### src/rtl/factorial_inverse.sv
// Inverse factorial: finds the largest n with n! <= value and flags an exact match.
// Go/done engine with control unit and datapath split inside one top.
module factorial_inverse_cu (
    input  logic       clk,
    input  logic       rst,
    input  logic       go_i,
    input  logic       eq_i,
    input  logic       gt_i,
    input  logic       ovf_i,
    output logic       init_en_o,
    output logic       check_en_o,
    output logic       mult_en_o,
    output logic [2:0] state_o,
    output logic       busy_o,
    output logic       done_o
);
    typedef enum logic [2:0] {
        IDLE  = 3'd0,
        INIT  = 3'd1,
        CHECK = 3'd2,
        MULT  = 3'd3,
        DONE  = 3'd4
    } state_t;

    state_t state_q, state_d;
    logic   busy_q;
    logic   done_q;

    always_comb begin
        state_d = IDLE;
        case (state_q)
            IDLE:    state_d = go_i ? INIT : IDLE;
            INIT:    state_d = CHECK;
            CHECK:   state_d = (eq_i || gt_i) ? DONE : MULT;
            MULT:    state_d = ovf_i ? DONE : CHECK;
            DONE:    state_d = IDLE;
            default: state_d = IDLE;
        endcase
    end

    // busy/done are registered alongside the state so they change on the same edge.
    always_ff @(posedge clk or posedge rst) begin
        if (rst) begin
            state_q <= IDLE;
            busy_q  <= 1'b0;
            done_q  <= 1'b0;
        end else begin
            state_q <= state_d;
            busy_q  <= (state_d == INIT) || (state_d == CHECK) || (state_d == MULT);
            done_q  <= (state_d == DONE);
        end
    end

    assign init_en_o  = (state_q == INIT);
    assign check_en_o = (state_q == CHECK);
    assign mult_en_o  = (state_q == MULT);
    assign state_o    = state_q;
    assign busy_o     = busy_q;
    assign done_o     = done_q;
endmodule

module factorial_inverse_dp #(
    parameter int SIZE = 8
) (
    input  logic            clk,
    input  logic            rst,
    input  logic            init_en_i,
    input  logic            check_en_i,
    input  logic            mult_en_i,
    input  logic [SIZE-1:0] value_i,
    output logic            eq_o,
    output logic            gt_o,
    output logic            ovf_o,
    output logic [SIZE-1:0] n_o,
    output logic            exact_o
);
    logic [SIZE-1:0]   val_q;
    logic [SIZE-1:0]   prod_q;
    logic [SIZE-1:0]   k_q;
    logic [SIZE-1:0]   n_q;
    logic              exact_q;
    logic [SIZE-1:0]   k_inc;
    logic [2*SIZE-1:0] p;

    assign k_inc = k_q + SIZE'(1);
    // Full-width product: any upper bit set means (k+1)! no longer fits, which ends the search.
    assign p     = {{SIZE{1'b0}}, prod_q} * {{SIZE{1'b0}}, k_inc};
    assign ovf_o = |p[2*SIZE-1:SIZE];
    assign eq_o  = (prod_q == val_q);
    assign gt_o  = (prod_q > val_q);

    always_ff @(posedge clk or posedge rst) begin
        if (rst) begin
            val_q   <= '0;
            prod_q  <= SIZE'(1);
            k_q     <= SIZE'(1);
            n_q     <= '0;
            exact_q <= 1'b0;
        end else begin
            if (init_en_i) begin
                val_q  <= value_i;
                prod_q <= SIZE'(1);
                k_q    <= SIZE'(1);
            end
            if (check_en_i) begin
                if (eq_o) begin
                    n_q     <= k_q;
                    exact_q <= 1'b1;
                end else if (gt_o) begin
                    n_q     <= k_q - SIZE'(1);
                    exact_q <= 1'b0;
                end
            end
            if (mult_en_i) begin
                if (ovf_o) begin
                    n_q     <= k_q;
                    exact_q <= 1'b0;
                end else begin
                    prod_q <= p[SIZE-1:0];
                    k_q    <= k_inc;
                end
            end
        end
    end

    assign n_o     = n_q;
    assign exact_o = exact_q;
endmodule

module factorial_inverse #(
    parameter int SIZE = 8
) (
    input  logic            clk,
    input  logic            rst,
    input  logic            go,
    input  logic [SIZE-1:0] value,
    output logic [2:0]      curr_state,
    output logic            busy,
    output logic            done,
    output logic [SIZE-1:0] n,
    output logic            exact
);
    logic init_en;
    logic check_en;
    logic mult_en;
    logic eq;
    logic gt;
    logic ovf;

    factorial_inverse_cu u_cu (
        .clk        (clk),
        .rst        (rst),
        .go_i       (go),
        .eq_i       (eq),
        .gt_i       (gt),
        .ovf_i      (ovf),
        .init_en_o  (init_en),
        .check_en_o (check_en),
        .mult_en_o  (mult_en),
        .state_o    (curr_state),
        .busy_o     (busy),
        .done_o     (done)
    );

    factorial_inverse_dp #(.SIZE(SIZE)) u_dp (
        .clk        (clk),
        .rst        (rst),
        .init_en_i  (init_en),
        .check_en_i (check_en),
        .mult_en_i  (mult_en),
        .value_i    (value),
        .eq_o       (eq),
        .gt_o       (gt),
        .ovf_o      (ovf),
        .n_o        (n),
        .exact_o    (exact)
    );
endmodule

### config.mk
export PLATFORM = sky130hd
export DESIGN_NAME = factorial_inverse
export DESIGN_NICKNAME = d
export VERILOG_FILES = /design/src/rtl/factorial_inverse.sv
export SDC_FILE = /design/constraint.sdc
export NUM_CORES = 1
export LEC_CHECK = 0
export ABC_CLOCK_PERIOD_IN_PS = 15650
export BUFFER_PORTS_ARGS = -buffer_cell sky130_fd_sc_hd__buf_2
export CAP_MARGIN = 20
export CORE_ASPECT_RATIO = 1.4
export CORE_MARGIN = 5
export CORE_UTILIZATION = 58
export CTS_BUF_LIST = sky130_fd_sc_hd__clkbuf_8
export DETAILED_ROUTE_END_ITERATION = 10
export PLACE_DENSITY_LB_ADDON = 0.1
export SYNTH_ARGS = -nofsm -noshare
export SYNTH_HDL_FRONTEND = slang
export SYNTH_SLANG_ARGS = --single-unit
### constraint.sdc
create_clock -name clk -period 15.65 [get_ports clk]
set_input_delay 1.565 -clock clk [delete_from_list [all_inputs] [get_ports clk]]
set_output_delay 1.565 -clock clk [all_outputs]
set_load 0.02 [all_outputs]
==> qor.csv, run 1 <==
metric,value,unit
CP dominant cell by count,sky130_fd_sc_hd__fa_1,
final core occ,62.27,%
global-route total usage across every layer,21.86,%
crit start category,flop,
starting density of the core,58.63,%
largest net degree at the start of global routing,39,
post-CTS clock slew at the launch and capture registers of the worst setup and hold paths,70,ps
H-tree depth,2,
share of total power consumed by net switching,48.79,%
internal power component,0.0003034,W
slowest library cell on the worst path,sky130_fd_sc_hd__dfstp_2,
drt drc,0,
first-pass GRT wire length,16020,µm
post-CTS repair timing setup buffer count,0,
final number of max-transition violations,0,
via/cell ratio,5.620,
Static Leakage,2.342,nW
drt pass-1 iters,4,
buffer cell driving the clock tree root,sky130_fd_sc_hd__clkbuf_8,
IR Drop Worst-Case VDD,76.34,µV
Placeable Area,7268,µm²
CTS Hold Buffers Added,0,
count of nets left with antenna violations after detail routing,0,
"Critical Path, Cell by Cell",ha_1 -> nand3_1 -> nor2_1 -> xor2_1 -> nand2_1 -> fa_1 -> fa_1 -> inv_1 -> fa_1 -> inv_1 -> fa_1 -> inv_1 -> ha_1 -> a21oi_2 -> nand2_2 -> or4_1 -> and4_4 -> nor4_4 -> nand4_1 -> buf_8 -> nand3_1 -> o21ai_1,
CTS sink count,38,
fill cell total of the finished layout,667,
path category of the worst min-delay check,reg2reg,
TritonCTS buffer count,5,
number of global-route vias before repair,3449,
Worst-Skew Late Latency,290,ps
Chip Width,82.45,µm
highest net fanout along the worst path,17,
post-route minimum period,6951,ps
Worst Min Path Start,u_dp.val_q[0],
part of the total power dissipated in sequential elements,31.8,%
Detailed Place HPWL,7523,µm
fraction of power consumed by combinational cells,57.8,%
cell count after synthesis,503,
count of warnings emitted by yosys,0,
number of inserted diodes,0,
final clock skew,6.633,ps
crit-path leading delay family,adder cells,
Reg-to-Reg Start,u_dp.k_q[0],
antenna violations before repair,0,
number of nets in the finished design,609,
vias post-DR,3445,
area grow syn2layout,6.195,%
cts repair resizes,0,
post-DR wirelength/cell,14.93,µm
Hold Worst Slack,485.9,ps
unrepaired setup endpoints after global routing,false,
chip height,111.4,µm
clock buffer depth,2,
GP Congestion,0.8968,
Worst setup EP type,flop,
Worst EP arrival,7120,ps
per-instance average area after synthesis,8.472,µm²
fraction of layout cells with a size suffix above 1,8.333,%
clock tree from TritonCTS,built,
final setup vio count,0,
number of non-filler instances in the completed layout,613,
Sw Pwr,0.0002890,W
part of the cycle the worst path needs,44.41,%
Post-Route WL,9153,µm
number of distinct standard cells referenced by the synthesized netlist,50,
share of synthesized area occupied by flip-flops and latches,22.37,%
number of maximum-capacitance constraint violations,0,
count of state elements after synthesis,38,
area of the die,9186,µm²
endpoint required time on the critical path,15820,ps
input/output buffers,24,
I/O pin count,25,
delay contributed by the slowest stage of the critical path,680,ps
Buf/Inv on CP,4,
remaining max-slew budget at the tightest pin,40.23,%
setup tns final,0,ps
Final Hold Violating Endpoints,0,
highest attainable clock frequency,143.9,MHz
Tightest Pin Transition,893.2,ps
Synth Cell Area,4262,µm²
total power density per cell area,130.9,nW/µm²
PnR Total Power,0.0005924,W
clock network power share,10.5,%
Core Rows,37,
aggregate global routing overflow,0,
Synthesized Nets,596,
violation count after the first detailed-route iteration,220,
placed cells,605,
CP Class,reg2reg,
source of the critical timing path,u_dp.k_q[0],
result of the run,completed,
sequential cells by signal (all words and copies together) (netlist names):
| name | flops |
|---|---|
| u_cu.state_o | 3 |
| u_dp.exact_o | 1 |
| u_dp.k_q | 8 |
| u_dp.val_q | 8 |
| u_dp.n_o | 8 |
| u_dp.prod_q | 8 |
| u_cu.done_o | 1 |
| u_cu.busy_o | 1 |
synth_stat cells (all sizes together):
library cell / instances / area, µm²
a211o: 2 / 17.52
o211a: 1 / 10.01
nor2: 21 / 78.83
a211oi: 1 / 12.51
a21boi: 1 / 7.510
mux2i: 1 / 10.01
and4: 1 / 11.26
and3: 4 / 25.02
and3b: 1 / 8.760
o22ai: 2 / 12.51
o21ai: 32 / 160.1
inv: 74 / 277.8
nand3: 26 / 130.1
or2: 5 / 31.28
nand2: 55 / 209.0
fa: 36 / 720.7
clkbuf: 17 / 63.81
o211ai: 5 / 37.54
ha: 46 / 575.6
a221oi: 1 / 8.760
o21a: 2 / 15.01
dfrtp: 36 / 900.9
a21o: 7 / 52.55
o22a: 1 / 8.760
o311a: 1 / 10.01
or4: 3 / 22.52
nor2b: 15 / 93.84
a21oi: 20 / 103.9
a31oi: 7 / 43.79
dfstp: 2 / 52.55
nor4: 2 / 27.53
o2bb2a: 3 / 30.03
nor3: 7 / 35.03
xor2: 11 / 96.34
o21bai: 1 / 7.510
nor3b: 1 / 7.510
o221a: 2 / 22.52
nand4: 4 / 25.02
and2: 26 / 162.7
buf: 4 / 20.02
a2111o: 1 / 11.26
xnor2: 3 / 26.28
nand3b: 2 / 15.01
or3: 3 / 18.77
nand2b: 7 / 43.79
stage by stage:
stage	worst slack [ps]	instance area (µm²)
finish	8699	4526
global route	8131	4526
CTS	8301	4511
detailed placement	8313	4434
global placement	8562	4434
floorplan	9655	4262
tightest hold or removal path: stages, from the launching register on:
cell and delay [ps]:
sky130_fd_sc_hd__dfrtp_1 350, sky130_fd_sc_hd__nand2_1 50, sky130_fd_sc_hd__nand2_1 50
path summary, 6_finish.rpt:
path / endpoint / slack [ps] / cells after the start
max: u_dp.prod_q[5] / 8700 / 22
min: u_dp.val_q[0] / 490 / 2
max reg2reg: u_dp.prod_q[5] / 8700 / 22
min reg2reg: u_dp.val_q[0] / 490 / 2
max in group asynchronous: u_dp.k_q[0] / 13910 / 3
min in group asynchronous: u_dp.val_q[5] / 1370 / 3
layout make-up:
class	count	area, µm²	area share [%]
timing repair buffer	27	150.1	3.318
inverter	74	277.8	6.138
clock inverter	2	7.507	0.1659
multi-input combinational	370	2947	65.11
clock buffer	5	68.82	1.521
tap	97	121.4	2.682
sequential	38	953.4	21.07
cell usage in the layout (no fill, tap or decap), types with 5 or more instances in the layout:
master / Yosys / routed
sky130_fd_sc_hd__dfrtp_1: 36 / 36
sky130_fd_sc_hd__nand2_1: 54 / 54
sky130_fd_sc_hd__and2_1: 26 / 26
sky130_fd_sc_hd__a31oi_1: 7 / 7
sky130_fd_sc_hd__nand2b_1: 7 / 7
sky130_fd_sc_hd__nor3_1: 7 / 7
sky130_fd_sc_hd__o21ai_0: 15 / 15
sky130_fd_sc_hd__a21o_1: 7 / 7
sky130_fd_sc_hd__a21oi_1: 19 / 19
sky130_fd_sc_hd__nand3_1: 26 / 26
sky130_fd_sc_hd__o211ai_1: 5 / 5
sky130_fd_sc_hd__ha_1: 46 / 46
sky130_fd_sc_hd__nor2b_1: 15 / 15
sky130_fd_sc_hd__inv_1: 74 / 76
sky130_fd_sc_hd__buf_2: 4 / 24
sky130_fd_sc_hd__nor2_1: 21 / 21
sky130_fd_sc_hd__fa_1: 36 / 36
sky130_fd_sc_hd__o21ai_1: 17 / 17
sky130_fd_sc_hd__clkbuf_8: 0 / 5
sky130_fd_sc_hd__xor2_1: 11 / 11
logic make-up (layout without fill, tap and decap cells):
kind of cell               Yosys count  count (layout)  share of synthesized area [%]
AOI/OAI and AO/OA                   90              90                          13.42
muxes                                1               1                         0.2349
DFF                                 38              38                          22.37
xor gates and xnor gates            14              14                          2.877
adders and majority gates           82              82                          30.42
buffers and inverters               95             108                          8.485
and+or+nand+nor                    183             183                          22.20
power groups by stage:
stage / Clock, W / Sequential, W / Combinational, W
6_report: 0.0000620 / 0.000188 / 0.000342
5_1_grt: 0.0000661 / 0.000195 / 0.000392
4_1_cts: 0.0000638 / 0.000188 / 0.000340
3_5_place_dp: 0 / 0.000190 / 0.000338
3_3_place_gp: 0 / 0.000188 / 0.000327
2_1_floorplan: 0 / 0.000185 / 0.000251
layer usage:
| layer | vias to the layer above | track usage [%] | routed length [µm] |
|---|---|---|---|
| li1 | 1687 | - | - |
| met1 | 1640 | 26.49 | 3692 |
| met2 | 96 | 39.03 | 4917 |
| met3 | 22 | 2.104 | 332 |
| met4 | 0 | 7.650 | 210 |
| met5 | - | 0 | 0 |
(Power assumes the default switching activity.)
==> inputs of run 2 (changes only) <==
--- a/config.mk
+++ b/config.mk
@@ -5,7 +5,7 @@
 export SDC_FILE = /design/constraint.sdc
 export NUM_CORES = 1
 export LEC_CHECK = 0
-export ABC_CLOCK_PERIOD_IN_PS = 15650
+export ABC_CLOCK_PERIOD_IN_PS = 6950
 export BUFFER_PORTS_ARGS = -buffer_cell sky130_fd_sc_hd__buf_2
 export CAP_MARGIN = 20
 export CORE_ASPECT_RATIO = 1.4
==> constraint.sdc (replaced) <==
create_clock -name clk -period 6.95 [get_ports clk]
set_input_delay 0.695 -clock clk [delete_from_list [all_inputs] [get_ports clk]]
set_output_delay 0.695 -clock clk [all_outputs]
set_load 0.02 [all_outputs]
==> run 2 against run 1 <==
Compared with the run above:
- worst setup slack worse by 8200 ps
- highest routed layer unchanged
- critical endpoint is now u_dp.k_q[5]
- register-to-register slack lost 8200 ps
- die area unchanged
- critical path type unchanged
- via count is 0.58% lower
==> qor.csv, run 2 (synthesized netlist as in run 1, its figures left out) <==
metric,value,unit,change
final number of max-transition violations,0,,unchanged
post-CTS clock slew at the launch and capture registers of the worst setup and hold paths,70,ps,about the same
drt drc,0,,unchanged
highest attainable clock frequency,155.9,MHz,was 143.9 MHz
violation count after the first detailed-route iteration,154,,was 220
fill cell total of the finished layout,654,,was 667
"leading cell type in the layout, fill and taps excluded",sky130_fd_sc_hd__inv_1,,unchanged
largest net degree at the start of global routing,39,,unchanged
share of total power consumed by net switching,48.45,%,was 48.79%
Placeable Area,7268,µm²,unchanged
CTS sink count,38,,unchanged
post-CTS repair timing setup buffer count,0,,unchanged
global-route total usage across every layer,22.21,%,was 21.86%
CP Class,reg2reg,,unchanged
post-route minimum period,6415,ps,was 6951 ps
aggregate global routing overflow,0,,unchanged
clock network power share,11.5,%,was 10.5%
number of global-route vias before repair,3455,,was 3449
layer with the highest usage,met2,,unchanged
remaining max-slew budget at the tightest pin,43.98,%,was 40.23%
path category of the worst min-delay check,in2async,,was reg2reg
fraction of layout cells with a size suffix above 1,8.863,%,was 8.333%
Static Leakage,2.357,nW,was 2.342 nW
first-pass GRT wire length,16060,µm,was 16020 µm
part of the total power dissipated in sequential elements,32.0,%,was 31.8%
area grow syn2layout,6.694,%,was 6.195%
Final Hold Violating Endpoints,0,,unchanged
TritonCTS buffer count,5,,unchanged
buffer cell driving the clock tree root,sky130_fd_sc_hd__clkbuf_8,,unchanged
total placed instance area,4457,µm²,was 4434 µm²
GRT met1 Usage,26.66,%,was 26.49%
starting density of the core,58.63,%,unchanged
input/output buffers,24,,unchanged
CTS Hold Buffers Added,0,,unchanged
count of nets left with antenna violations after detail routing,0,,unchanged
chip height,111.4,µm,unchanged
drt pass-1 iters,4,,unchanged
crit start category,flop,,unchanged
antenna violations before repair,0,,unchanged
unrepaired setup endpoints after global routing,false,,unchanged
Post-Route WL,9252,µm,was 9153 µm
Worst setup EP type,flop,,unchanged
internal power component,0.0006900,W,was 0.0003034 W
area of the die,9186,µm²,unchanged
Worst-Skew Late Latency,300,ps,was 290 ps
"final std cell area, no fill",4547,µm²,was 4526 µm²
number of nets in the finished design,611,,was 609
I/O pin count,25,,unchanged
number of maximum-capacitance constraint violations,0,,unchanged
via/cell ratio,5.560,,was 5.620
met3 global-route usage,2.184,%,was 2.104%
H-tree depth,2,,unchanged
met2 Usage GRT,38.01,%,was 39.03%
GP Congestion,0.8746,,was 0.8968
IR Drop Worst-Case VDD,186.6,µV,was 76.34 µV
clock buffer depth,2,,unchanged
vias post-DR,3425,,was 3445
final clock skew,10.18,ps,was 6.633 ps
result of the run,completed,,unchanged
part of the cycle the worst path needs,92.31,%,was 44.41%
setup tns final,0,ps,unchanged
Sw Pwr,0.0006484,W,was 0.0002890 W
post-DR wirelength/cell,15.02,µm,was 14.93 µm
endpoint required time on the critical path,7190,ps,was 15820 ps
Tightest Pin Transition,837.2,ps,was 893.2 ps
final setup vio count,0,,unchanged
total power density per cell area,294.3,nW/µm²,was 130.9 nW/µm²
Worst EP arrival,6650,ps,was 7120 ps
Detailed Place HPWL,7576,µm,was 7523 µm
Core Rows,37,,unchanged
cts repair resizes,0,,unchanged
Chip Width,82.45,µm,unchanged
FF-to-FF path depth,22,,unchanged
number of inserted diodes,0,,unchanged
fraction of power consumed by combinational cells,56.5,%,was 57.8%
clock tree from TritonCTS,built,,unchanged
"commonest cells after routing, fill and taps aside","76 x sky130_fd_sc_hd__inv_1, 54 x sky130_fd_sc_hd__nand2_1, 46 x sky130_fd_sc_hd__ha_1, 36 x sky130_fd_sc_hd__fa_1, 36 x sky130_fd_sc_hd__dfrtp_1",,unchanged
highest net fanout along the worst path,14,,was 17
[run 2: path summary, 6_finish.rpt]
kind                               startpoint        endpoint  slack, ps
worst min-delay path                      rst  u_dp.prod_q[4]        490
worst max register to register    u_dp.k_q[0]     u_dp.k_q[5]        530
max in group asynchronous                 rst     u_dp.k_q[0]       6100
min in group clk                u_dp.val_q[0]   u_dp.val_q[0]        490
worst min register to register  u_dp.val_q[0]   u_dp.val_q[0]        490
worst max-delay path              u_dp.k_q[0]     u_dp.k_q[5]        530
[run 2: area by class of cell]
cell class,count,area [µm²],share of cell area [%]
multi-input cells,370,2947,64.80
flip-flops and latches,38,953.4,20.97
inverters,74,277.8,6.109
repair buffers,29,157.7,3.467
well taps,97,121.4,2.669
clock buffers,6,82.58,1.816
clock inverters,2,7.507,0.1651
[run 2: routing by layer]
metal,share of wire [%],up-vias
li1,-,1689
met1,40,1651
met2,53,60
met3,2.6,25
met4,3.8,0
met5,0,-
[run 2: critical path: stages (launching register included)]
cell and delay (ps):
sky130_fd_sc_hd__dfstp_2 680, sky130_fd_sc_hd__ha_1 230, sky130_fd_sc_hd__nand3_1 150, sky130_fd_sc_hd__nor2_1 180
sky130_fd_sc_hd__xor2_1 160, sky130_fd_sc_hd__buf_4 170, sky130_fd_sc_hd__nand2_1 80, sky130_fd_sc_hd__fa_1 510
sky130_fd_sc_hd__fa_1 550, sky130_fd_sc_hd__inv_1 60, sky130_fd_sc_hd__fa_1 540, sky130_fd_sc_hd__inv_1 60
sky130_fd_sc_hd__fa_1 520, sky130_fd_sc_hd__inv_1 40, sky130_fd_sc_hd__ha_1 360, sky130_fd_sc_hd__a21oi_2 150
sky130_fd_sc_hd__nand2_2 100, sky130_fd_sc_hd__or4_1 510, sky130_fd_sc_hd__and4_4 190, sky130_fd_sc_hd__nor4_4 350
sky130_fd_sc_hd__nand3_1 170, sky130_fd_sc_hd__or4_1 490, sky130_fd_sc_hd__nand3_1 90
[run 2: power by group through the flow]
stage | Combinational, W | Clock [W] | Sequential [W]
6_report | 0.000756 | 0.000154 | 0.000428
5_1_grt | 0.000866 | 0.000167 | 0.000442
4_1_cts | 0.000764 | 0.000158 | 0.000427
3_5_place_dp | 0.000760 | 0 | 0.000431
3_3_place_gp | 0.000738 | 0 | 0.000426
2_1_floorplan | 0.000565 | 0 | 0.000417
[run 2: through the flow]
| stage | hold WS [ps] | utilization [%] | power [W] | worst slack (ps) | cells |
|---|---|---|---|---|---|
| after CTS | 491.7 | 62.56 | 0.001349 | 525.1 | 616 |
| after floorplan | 449.7 | - | 0.0009826 | 955.1 | 503 |
| final | 493.9 | 62.56 | 0.001338 | 534.5 | 616 |
| after global placement | 471.2 | 61.32 | 0.001164 | 664.0 | 608 |
| after detailed placement | 469.6 | 61.32 | 0.001191 | 574.1 | 608 |
| after global routing | 532.8 | 62.56 | 0.001475 | 41.59 | 616 |
